`src/rtl/vc_rr_tx_scheduler.sv`:
```
`default_nettype none
// ============================================================================
// Module  : vc_rr_tx_scheduler
// Brief   : Round-robin transmit scheduler. Keeps a ring of active queues fed
//           by doorbells, issues one tagged tx request per turn, and re-arms
//           or retires each queue from the returned status length.
// Revision: 1.0 - initial release
// ============================================================================
module vc_rr_tx_scheduler #(
  parameter int QUEUE_INDEX_WIDTH = 6,
  parameter int REQ_TAG_WIDTH     = 8,
  parameter int LEN_WIDTH         = 16,
  parameter int MAX_OUTSTANDING   = 4
) (
  input  logic                         clk,
  input  logic                         rst,
  input  logic                         enable,
  input  logic [QUEUE_INDEX_WIDTH-1:0] s_axis_doorbell_queue,
  input  logic                         s_axis_doorbell_valid,
  output logic [QUEUE_INDEX_WIDTH-1:0] m_axis_tx_req_queue,
  output logic [REQ_TAG_WIDTH-1:0]     m_axis_tx_req_tag,
  output logic                         m_axis_tx_req_valid,
  input  logic                         m_axis_tx_req_ready,
  input  logic [LEN_WIDTH-1:0]         s_axis_tx_status_len,
  input  logic [REQ_TAG_WIDTH-1:0]     s_axis_tx_status_tag,
  input  logic                         s_axis_tx_status_valid,
  output logic [QUEUE_INDEX_WIDTH:0]   active_count,
  output logic [REQ_TAG_WIDTH:0]       outstanding_count,
  output logic                         err_bad_tag
);

  localparam int QUEUE_COUNT = 2 ** QUEUE_INDEX_WIDTH;
  localparam int TIW         = (MAX_OUTSTANDING > 1) ? $clog2(MAX_OUTSTANDING) : 1;

  localparam logic [0:0] S_IDLE = 1'b0;
  localparam logic [0:0] S_REQ  = 1'b1;

  // Per-queue bookkeeping and the ring of queues waiting for a turn
  logic [QUEUE_COUNT-1:0]       r_active;
  logic [QUEUE_COUNT-1:0]       r_pending;
  logic [QUEUE_INDEX_WIDTH-1:0] r_ring [QUEUE_COUNT];
  logic [QUEUE_INDEX_WIDTH-1:0] r_wr_ptr;
  logic [QUEUE_INDEX_WIDTH-1:0] r_rd_ptr;
  logic [QUEUE_INDEX_WIDTH:0]   r_ring_cnt;

  // Tag table: busy flag plus the queue each tag was issued for
  logic [MAX_OUTSTANDING-1:0]   r_tag_busy;
  logic [QUEUE_INDEX_WIDTH-1:0] r_tag_queue [MAX_OUTSTANDING];

  logic [0:0]                   r_state;
  logic [QUEUE_INDEX_WIDTH-1:0] r_req_queue;
  logic [REQ_TAG_WIDTH-1:0]     r_req_tag;
  logic                         r_req_valid;
  logic [QUEUE_INDEX_WIDTH:0]   r_active_count;
  logic [REQ_TAG_WIDTH:0]       r_outstanding_count;
  logic                         r_err_bad_tag;

  logic                         w_st_hit;
  logic [QUEUE_INDEX_WIDTH-1:0] w_st_queue;
  logic [MAX_OUTSTANDING-1:0]   w_st_free_mask;
  logic                         w_st_push;
  logic                         w_st_retire;
  logic                         w_db_push;
  logic [QUEUE_COUNT-1:0]       w_active_nx;
  logic [QUEUE_COUNT-1:0]       w_pending_nx;
  logic                         w_alloc_ok;
  logic [TIW-1:0]               w_alloc_slot;
  logic [MAX_OUTSTANDING-1:0]   w_alloc_mask;
  logic                         w_issue;
  logic [QUEUE_INDEX_WIDTH-1:0] w_head;

  assign w_head = r_ring[r_rd_ptr];

  // Match the returned tag against allocated table entries
  always_comb begin
    w_st_hit       = 1'b0;
    w_st_queue     = '0;
    w_st_free_mask = '0;
    for (int i = 0; i < MAX_OUTSTANDING; i++) begin
      if (s_axis_tx_status_valid && r_tag_busy[i] &&
          ({1'b0, s_axis_tx_status_tag} == (REQ_TAG_WIDTH+1)'(i))) begin
        w_st_hit          = 1'b1;
        w_st_queue        = r_tag_queue[i];
        w_st_free_mask[i] = 1'b1;
      end
    end
  end

  // Apply status then doorbell to the active/pending bits; doorbell sees status result
  always_comb begin
    w_active_nx  = r_active;
    w_pending_nx = r_pending;
    w_st_push    = 1'b0;
    w_st_retire  = 1'b0;
    w_db_push    = 1'b0;
    if (w_st_hit) begin
      if ((s_axis_tx_status_len != '0) || r_pending[w_st_queue]) begin
        w_st_push = 1'b1;
      end else begin
        w_st_retire             = 1'b1;
        w_active_nx[w_st_queue] = 1'b0;
      end
      w_pending_nx[w_st_queue] = 1'b0;
    end
    if (s_axis_doorbell_valid) begin
      if (!w_active_nx[s_axis_doorbell_queue]) begin
        w_active_nx[s_axis_doorbell_queue] = 1'b1;
        w_db_push                          = 1'b1;
      end else begin
        w_pending_nx[s_axis_doorbell_queue] = 1'b1;
      end
    end
  end

  // Pick the lowest free tag and decide whether a new request starts this cycle
  always_comb begin
    w_alloc_ok   = 1'b0;
    w_alloc_slot = '0;
    for (int i = MAX_OUTSTANDING - 1; i >= 0; i--) begin
      if (!r_tag_busy[i]) begin
        w_alloc_ok   = 1'b1;
        w_alloc_slot = TIW'(i);
      end
    end
    w_issue = (r_state == S_IDLE) && enable && (r_ring_cnt != '0) &&
              w_alloc_ok && !r_req_valid;
    w_alloc_mask = '0;
    for (int i = 0; i < MAX_OUTSTANDING; i++) begin
      w_alloc_mask[i] = w_issue && (TIW'(i) == w_alloc_slot);
    end
  end

  // Ring and tag-table payload storage; validity is tracked by pointers and busy bits
  always_ff @(posedge clk) begin
    if (w_st_push) begin
      r_ring[r_wr_ptr] <= w_st_queue;
    end
    if (w_db_push) begin
      r_ring[r_wr_ptr + QUEUE_INDEX_WIDTH'(w_st_push)] <= s_axis_doorbell_queue;
    end
    if (w_issue) begin
      r_tag_queue[w_alloc_slot] <= w_head;
    end
  end

  // Control state, pointers, counters and the issue FSM
  always_ff @(posedge clk) begin
    if (rst) begin
      r_active            <= '0;
      r_pending           <= '0;
      r_wr_ptr            <= '0;
      r_rd_ptr            <= '0;
      r_ring_cnt          <= '0;
      r_tag_busy          <= '0;
      r_state             <= S_IDLE;
      r_req_queue         <= '0;
      r_req_tag           <= '0;
      r_req_valid         <= 1'b0;
      r_active_count      <= '0;
      r_outstanding_count <= '0;
      r_err_bad_tag       <= 1'b0;
    end else begin
      r_active   <= w_active_nx;
      r_pending  <= w_pending_nx;
      r_wr_ptr   <= r_wr_ptr + QUEUE_INDEX_WIDTH'(w_st_push) + QUEUE_INDEX_WIDTH'(w_db_push);
      r_rd_ptr   <= r_rd_ptr + QUEUE_INDEX_WIDTH'(w_issue);
      r_ring_cnt <= r_ring_cnt + (QUEUE_INDEX_WIDTH+1)'(w_st_push)
                               + (QUEUE_INDEX_WIDTH+1)'(w_db_push)
                               - (QUEUE_INDEX_WIDTH+1)'(w_issue);
      r_tag_busy <= (r_tag_busy & ~w_st_free_mask) | w_alloc_mask;
      r_active_count <= r_active_count + (QUEUE_INDEX_WIDTH+1)'(w_db_push)
                                       - (QUEUE_INDEX_WIDTH+1)'(w_st_retire);
      r_outstanding_count <= r_outstanding_count + (REQ_TAG_WIDTH+1)'(w_issue)
                                                 - (REQ_TAG_WIDTH+1)'(w_st_hit);
      if (s_axis_tx_status_valid && !w_st_hit) begin
        r_err_bad_tag <= 1'b1;
      end
      case (r_state)
        S_IDLE: begin
          if (w_issue) begin
            r_state     <= S_REQ;
            r_req_valid <= 1'b1;
            r_req_queue <= w_head;
            r_req_tag   <= REQ_TAG_WIDTH'(w_alloc_slot);
          end
        end
        S_REQ: begin
          if (r_req_valid && m_axis_tx_req_ready) begin
            r_req_valid <= 1'b0;
            r_state     <= S_IDLE;
          end
        end
        default: begin
          r_state     <= S_IDLE;
          r_req_valid <= 1'b0;
        end
      endcase
    end
  end

  assign m_axis_tx_req_queue = r_req_queue;
  assign m_axis_tx_req_tag   = r_req_tag;
  assign m_axis_tx_req_valid = r_req_valid;
  assign active_count        = r_active_count;
  assign outstanding_count   = r_outstanding_count;
  assign err_bad_tag         = r_err_bad_tag;

endmodule
`default_nettype wire

```
`config.mk`:
```
export PLATFORM = sky130hd
export DESIGN_NAME = vc_rr_tx_scheduler
export DESIGN_NICKNAME = d
export VERILOG_FILES = /design/src/rtl/vc_rr_tx_scheduler.sv
export SDC_FILE = /design/constraint.sdc
export NUM_CORES = 1
export LEC_CHECK = 0
export BUFFER_PORTS_ARGS = -buffer_cell sky130_fd_sc_hd__buf_2
export CAP_MARGIN = 20
export CORE_ASPECT_RATIO = 0.5
export CORE_MARGIN = 2
export CORE_UTILIZATION = 50
export DETAILED_ROUTE_END_ITERATION = 10
export GPL_TIMING_DRIVEN = 0
export PLACE_DENSITY = 0.67
export SLEW_MARGIN = 20
export SYNTH_ARGS = -nofsm -noshare
export SYNTH_HDL_FRONTEND = slang
export SYNTH_SLANG_ARGS = --single-unit
```
`constraint.sdc`:
```
create_clock -name clk -period 8.35 [get_ports clk]
set_clock_uncertainty 0.15 [all_clocks]
set_input_delay 1.2525 -clock clk [delete_from_list [all_inputs] [get_ports clk]]
set_output_delay 1.2525 -clock clk [all_outputs]
set_load 0.05 [all_outputs]
```
Word-level counts from Yosys, hierarchy flattened
Memories as Yosys holds them, arrays and structs flattened. A register that Yosys moved wholly into a read port is not among the register bits. Index checks and enable logic that the tools add are counted.

Output and inout port bits: 32. Memories kept: 2. Register bits: 178. Bits in writable memories: 408. Word-level logic and storage cells: 127.

Memory list: r_ring (depth 64, width 6, read ports 1, clocked after memory_dff 1, wr ports 2, line 41) `logic [QUEUE_INDEX_WIDTH-1:0] r_ring [QUEUE_COUNT];`; r_tag_queue (depth 4, width 6, read ports 4, clocked after memory_dff 0, wr ports 1, line 48) `logic [QUEUE_INDEX_WIDTH-1:0] r_tag_queue [MAX_OUTSTANDING];`.

$add $sub $neg: 10. Reductions and logical operators: 29. Bitwise operators: 9. Muxes and demuxes: 52. Equal/unequal tests: 8. Order comparisons: 4.

Operators by type and width (number): 64-bit 2-to-1 mux (7); 64-bit AND (2); 64-bit OR (2); 64-bit NOT (1); 1-bit 2-to-1 mux (30); 6-bit 2-to-1 mux (5); 7-bit by 1-bit adder with 7-bit output (3); 1-bit logical AND (20); 6-bit by 1-bit adder with 6-bit output (3); 8-bit by 2-bit == test with 1-bit output, second input constant (2); 16-bit nonzero test (1); 6-bit by 7-bit less-than comparator with 1-bit output, second input constant (2); 7-bit by 1-bit subtractor with 7-bit output (2); 1-bit binary-select mux with 6-bit select (2); 1-bit demux with 6-bit select (2); 6-bit by 1-bit greater-or-equal comparator with 1-bit output, second input constant (2); 9-bit by 1-bit adder with 9-bit output (1); 9-bit by 1-bit subtractor with 9-bit output (1); 8-bit by 1-bit == test with 1-bit output, second input constant (1); 8-bit logical NOT (1); 2-bit 2-to-1 mux (4); 7-bit nonzero test (1); 4-bit AND (1); 2-bit == test, first input constant (2); other kinds (11) (14).

Logic depth before layout (Yosys ltp)
Depth after elaboration: 20. Mapped depth: 27.

Worst setup path after synthesis
No wires, ideal clock.

Path type: input-to-reg. Start: input port s_axis_tx_status_tag[0]. End: memory r_ring[23][0], enable pin. Data arrival time: 6.429 ns. Stages: 21. Setup slack: 1.394 ns. Path through: buf_4 > and4b_1 > buf_4 > a22o_4 > nor2_1 > o21ai_0 > a32o_1 > o41ai_1 > nand4bb_1 > buf_2 > or3_1 > clkbuf_1 > nand2_1 > inv_1 > ha_1 > ha_1 > xor2_1 > nand4_1 > or4_1 > buf_2 > o21ai_0.

RTL lines: start, declared (line 25) `input logic [REQ_TAG_WIDTH-1:0] s_axis_tx_status_tag,`; end, declared (line 41).

==> metrics.md <==
| Metric | Value |
|---|---|
| CP Launch Point | s_axis_tx_status_tag[1] |
| Non-filler instance count after layout | 3522 |
| GRT Util Overall | 33.3% |
| Dpl hpwl | roughly 77000 um |
| M1 GR Usage | 45.1% |
| Htree depth | 2 |
| Placed instance count | 3412 |
| Core Util, Final | 55.6% |
| Count leader, synth | edfxtp_1 |
| Tightest Hold Check Type | reg -> reg |
| Fmax | 0.120 GHz |
| Outcome | complete, no violations |
| Worst-Margin Slew | about 1.3 ns |
| Hold EP | m_axis_tx_req_tag[0] |
| Area of the die | 65300 um2 |
| RePlAce Congestion | 1.03 |
| Hold buffer count at CTS | 0 |
| Post-synthesis cell count | between 2000 and 3000 |
| Num CTS Buffers | between 50 and 60 |
| Critical Path Fanout Max | 10 |
| Yosys warnings | 0 |
| Sequential area share after synthesis | approximately half |
| Unrepaired setup endpoints after global routing | true |
| IR drop worst, VDD | 0.152 mV |
| Drt via density | 6.86 |
| Clock sinks | 586 |
| Placement Setup Slack | -1.31 ns |
| Clock slew at reported path FFs | 0.07 ns |
| Worst-Skew Late Latency | 0.63 ns |
| Grt total ovfl | 0 |
| EDFF count, synth | 408 |
| Crit path DAT | 8.43 ns |
| WP data required | between 8 and 9 ns |
| Met3 GRT Util | under 10% |
| Busiest grt layer | met2 |
| Final setup fails | 0 |
| Pleak | roughly 13 nW |
| Die height | 182 um |
| R2R depth | 19 |
| Layout net count | 2705 |
| Hold path cells | 2 |
| Die width | roughly 360 um |
| ANT nets after route | 0 |
| Period Utilization, post-route | approximately 100% |
| CP Capture Type | flip-flop |
| Distinct cell type count after synthesis | 93 |
| IO Count | 68 |
| Layout overhead on the synthesized area | 10.6% |
| Root Driver | clkbuf_16 |
| Share of post-route cells with drive strength above 1 | 23.6% |
| R2R setup slack | 0.36 ns |
| Largest cells by area after synthesis | edfxtp_1, dfxtp_1, mux4_2 |
| CTS Buffer Depth | 3 |
| Vias | 24162 |
| Initial antenna violation count | 5 |
| Critical path class | in -> reg |
| Syn Std Cell Area | about 32000 um2 |
| Std-Cell Core Area | 62700 um2 |
| Post-synth top cells | edfxtp_1, clkbuf_1, o21ai_0 |
| Largest net degree at the start of global routing | 17 |
| Placed cell areas | 32900 um2 |
| Initial Util | between 50% and 60% |
| Crit path launch type | input port |
| Met2 Use GR | 49.7% |
| Final Instance Area | 34900 um2 |
| Final worst slack | 0.0267 ns |
| Slew Limit Headroom | between 10% and 20% |
| Async SR Flop Fraction | 0% |
| Max cap viols | 0 |
| Synth top area share | 38.8% |
| R2r endpoint | r_ring[56][4] |
| PnR Total Power | 7.19 mW |
| Top FF cell, synth | edfxtp_1 |
| Worst reg2reg startpoint | r_tag_busy[1] |
| PD cells | 206 nW/um2 |
| Yosys top cell by area | edfxtp_1 |
| CTS tree | built |
| FP Rows | 65 |
| Routed WL | 110000 um |
| First-pass GRT wire length | 159000 um |
| Synthesis-stage register bit count | 586 |
| Port Buffers | 55 |
| Initial DRC Count | 3584 |
| Fin. Hold Viols | 0 |
| Pre-Repair DR Iteration Count | 10 |
| Slew Viols, Final | 0 |
| Drc violations | 0 |
| Minimum clock period | 8.32 ns |
| Avg Cell Area, Syn | 12.6 um2 |
| Worst Min Path Start | m_axis_tx_req_tag[0] |
| WL per Instance | 31.4 um |
| Vias in the first global route | 23460 |
==> power breakdown <==
part / switching [mW] / total (mW) / internal, mW
registers: 0.0535 / 3.22 / 3.17
logic: 0.836 / 1.30 / 0.469
clock network: 1.22 / 2.66 / 1.45
==> cell families after synthesis <==
| logic type | Yosys count | share of synthesized area (%) |
|---|---|---|
| DFF | 586 | 50.1 |
| AOI/OAI and AO/OA | 525 | 11.1 |
| muxes | 523 | 24.0 |
| and+or+nand+nor | 489 | 8.38 |
| buffers and inverters | 325 | 4.26 |
| adders and majority gates | 32 | 1.36 |
| xor gates and xnor gates | 31 | 0.860 |
| other | 1 | 0.0119 |
==> layer usage <==
layer | part of all wire, % | vias to the layer above
met1 | 39 | 11890
li1 | - | 10016
met3 | 13 | 435
met5 | 0.036 | -
met4 | 5.4 | 6
met2 | 43 | 1815
==> cell type report <==
class                           instances  area (um2)
Buffer                                286        1210
Antenna cell                            3        7.51
Clock inverter                         31         314
Tap cell                              837        1050
Sequential cell                       586       15800
Fill cell                            5164       27800
Clock buffer                           70        1520
Timing Repair Buffer                   65         354
Multi-Input combinational cell       1606       14500
Inverter                               38         143
==> stage by stage <==
stage	TNS, ns	hold slack (ns)
6_report	0	0.305
2_1_floorplan	0	0.285
3_5_place_dp	-335.57	0.297
4_1_cts	0	0.307
5_1_grt	-0.229	0.331
3_3_place_gp	-653.66	0.292
==> timing repair <==
action | in CTS | in global routing
endpoints found under the setup margin | 149 | 532
setup buffers | 4 | 0
gates resized for setup | 1 | 16
pin swaps | 2 | 1
gates cloned | 0 | 0
==> worst max path at each step <==
stage                    endpoint  cells past startpoint  slack, ns
finish              r_ring[56][4]                     19       0.03
global route        r_ring[58][1]                     20      -0.04
CTS                  r_ring[0][3]                     22       0.07
detailed placement  r_ring[31][1]                     21      -1.31
global placement    r_ring[31][2]                     21      -1.78
floorplan           r_ring[23][0]                     21       1.39
==> sequential cells by signal, summed over array words and instances (netlist names), 7 cells and up <==
name,cells
r_ring,384
r_active,64
r_pending,64
r_tag_queue,24
outstanding_count,9
active_count,7
r_ring_cnt,7
==> placed cells by master (no fill, tap or decap), drive strengths merged, types with 13 or more instances in the layout <==
cell and instances:
a21oi 44, a22o 13, a22oi 31, a31oi 15, and2 21, and3 13
buf 137, clkbuf 284, clkinv 15, dfxtp 178, edfxtp 408, ha 28
inv 42, mux2 259, mux2i 137, mux4 127, nand2 151, nand3 54
nand4 17, nor2 77, nor3 18, nor4 19, o211ai 94, o21ai 198
o22ai 25, or4 57, xnor2 19
==> worst max-delay path: stages <==
cell and delay [ns]:
buf_2 0.15, and4b_1 0.21, buf_4 0.18, a22o_1 0.33, o21ai_2 0.58, clkbuf_1 0.58
o211ai_1 0.19, a221oi_1 0.49, o41ai_1 0.20, or3_1 0.60, nand2_1 0.43, inv_1 0.20
ha_1 0.26, ha_1 0.24, xnor2_1 0.53, nand2_1 0.55, or4_1 0.62, clkbuf_1 0.29
o21ai_1 0.50
Note: power is estimated with default switching activity, not from simulation.
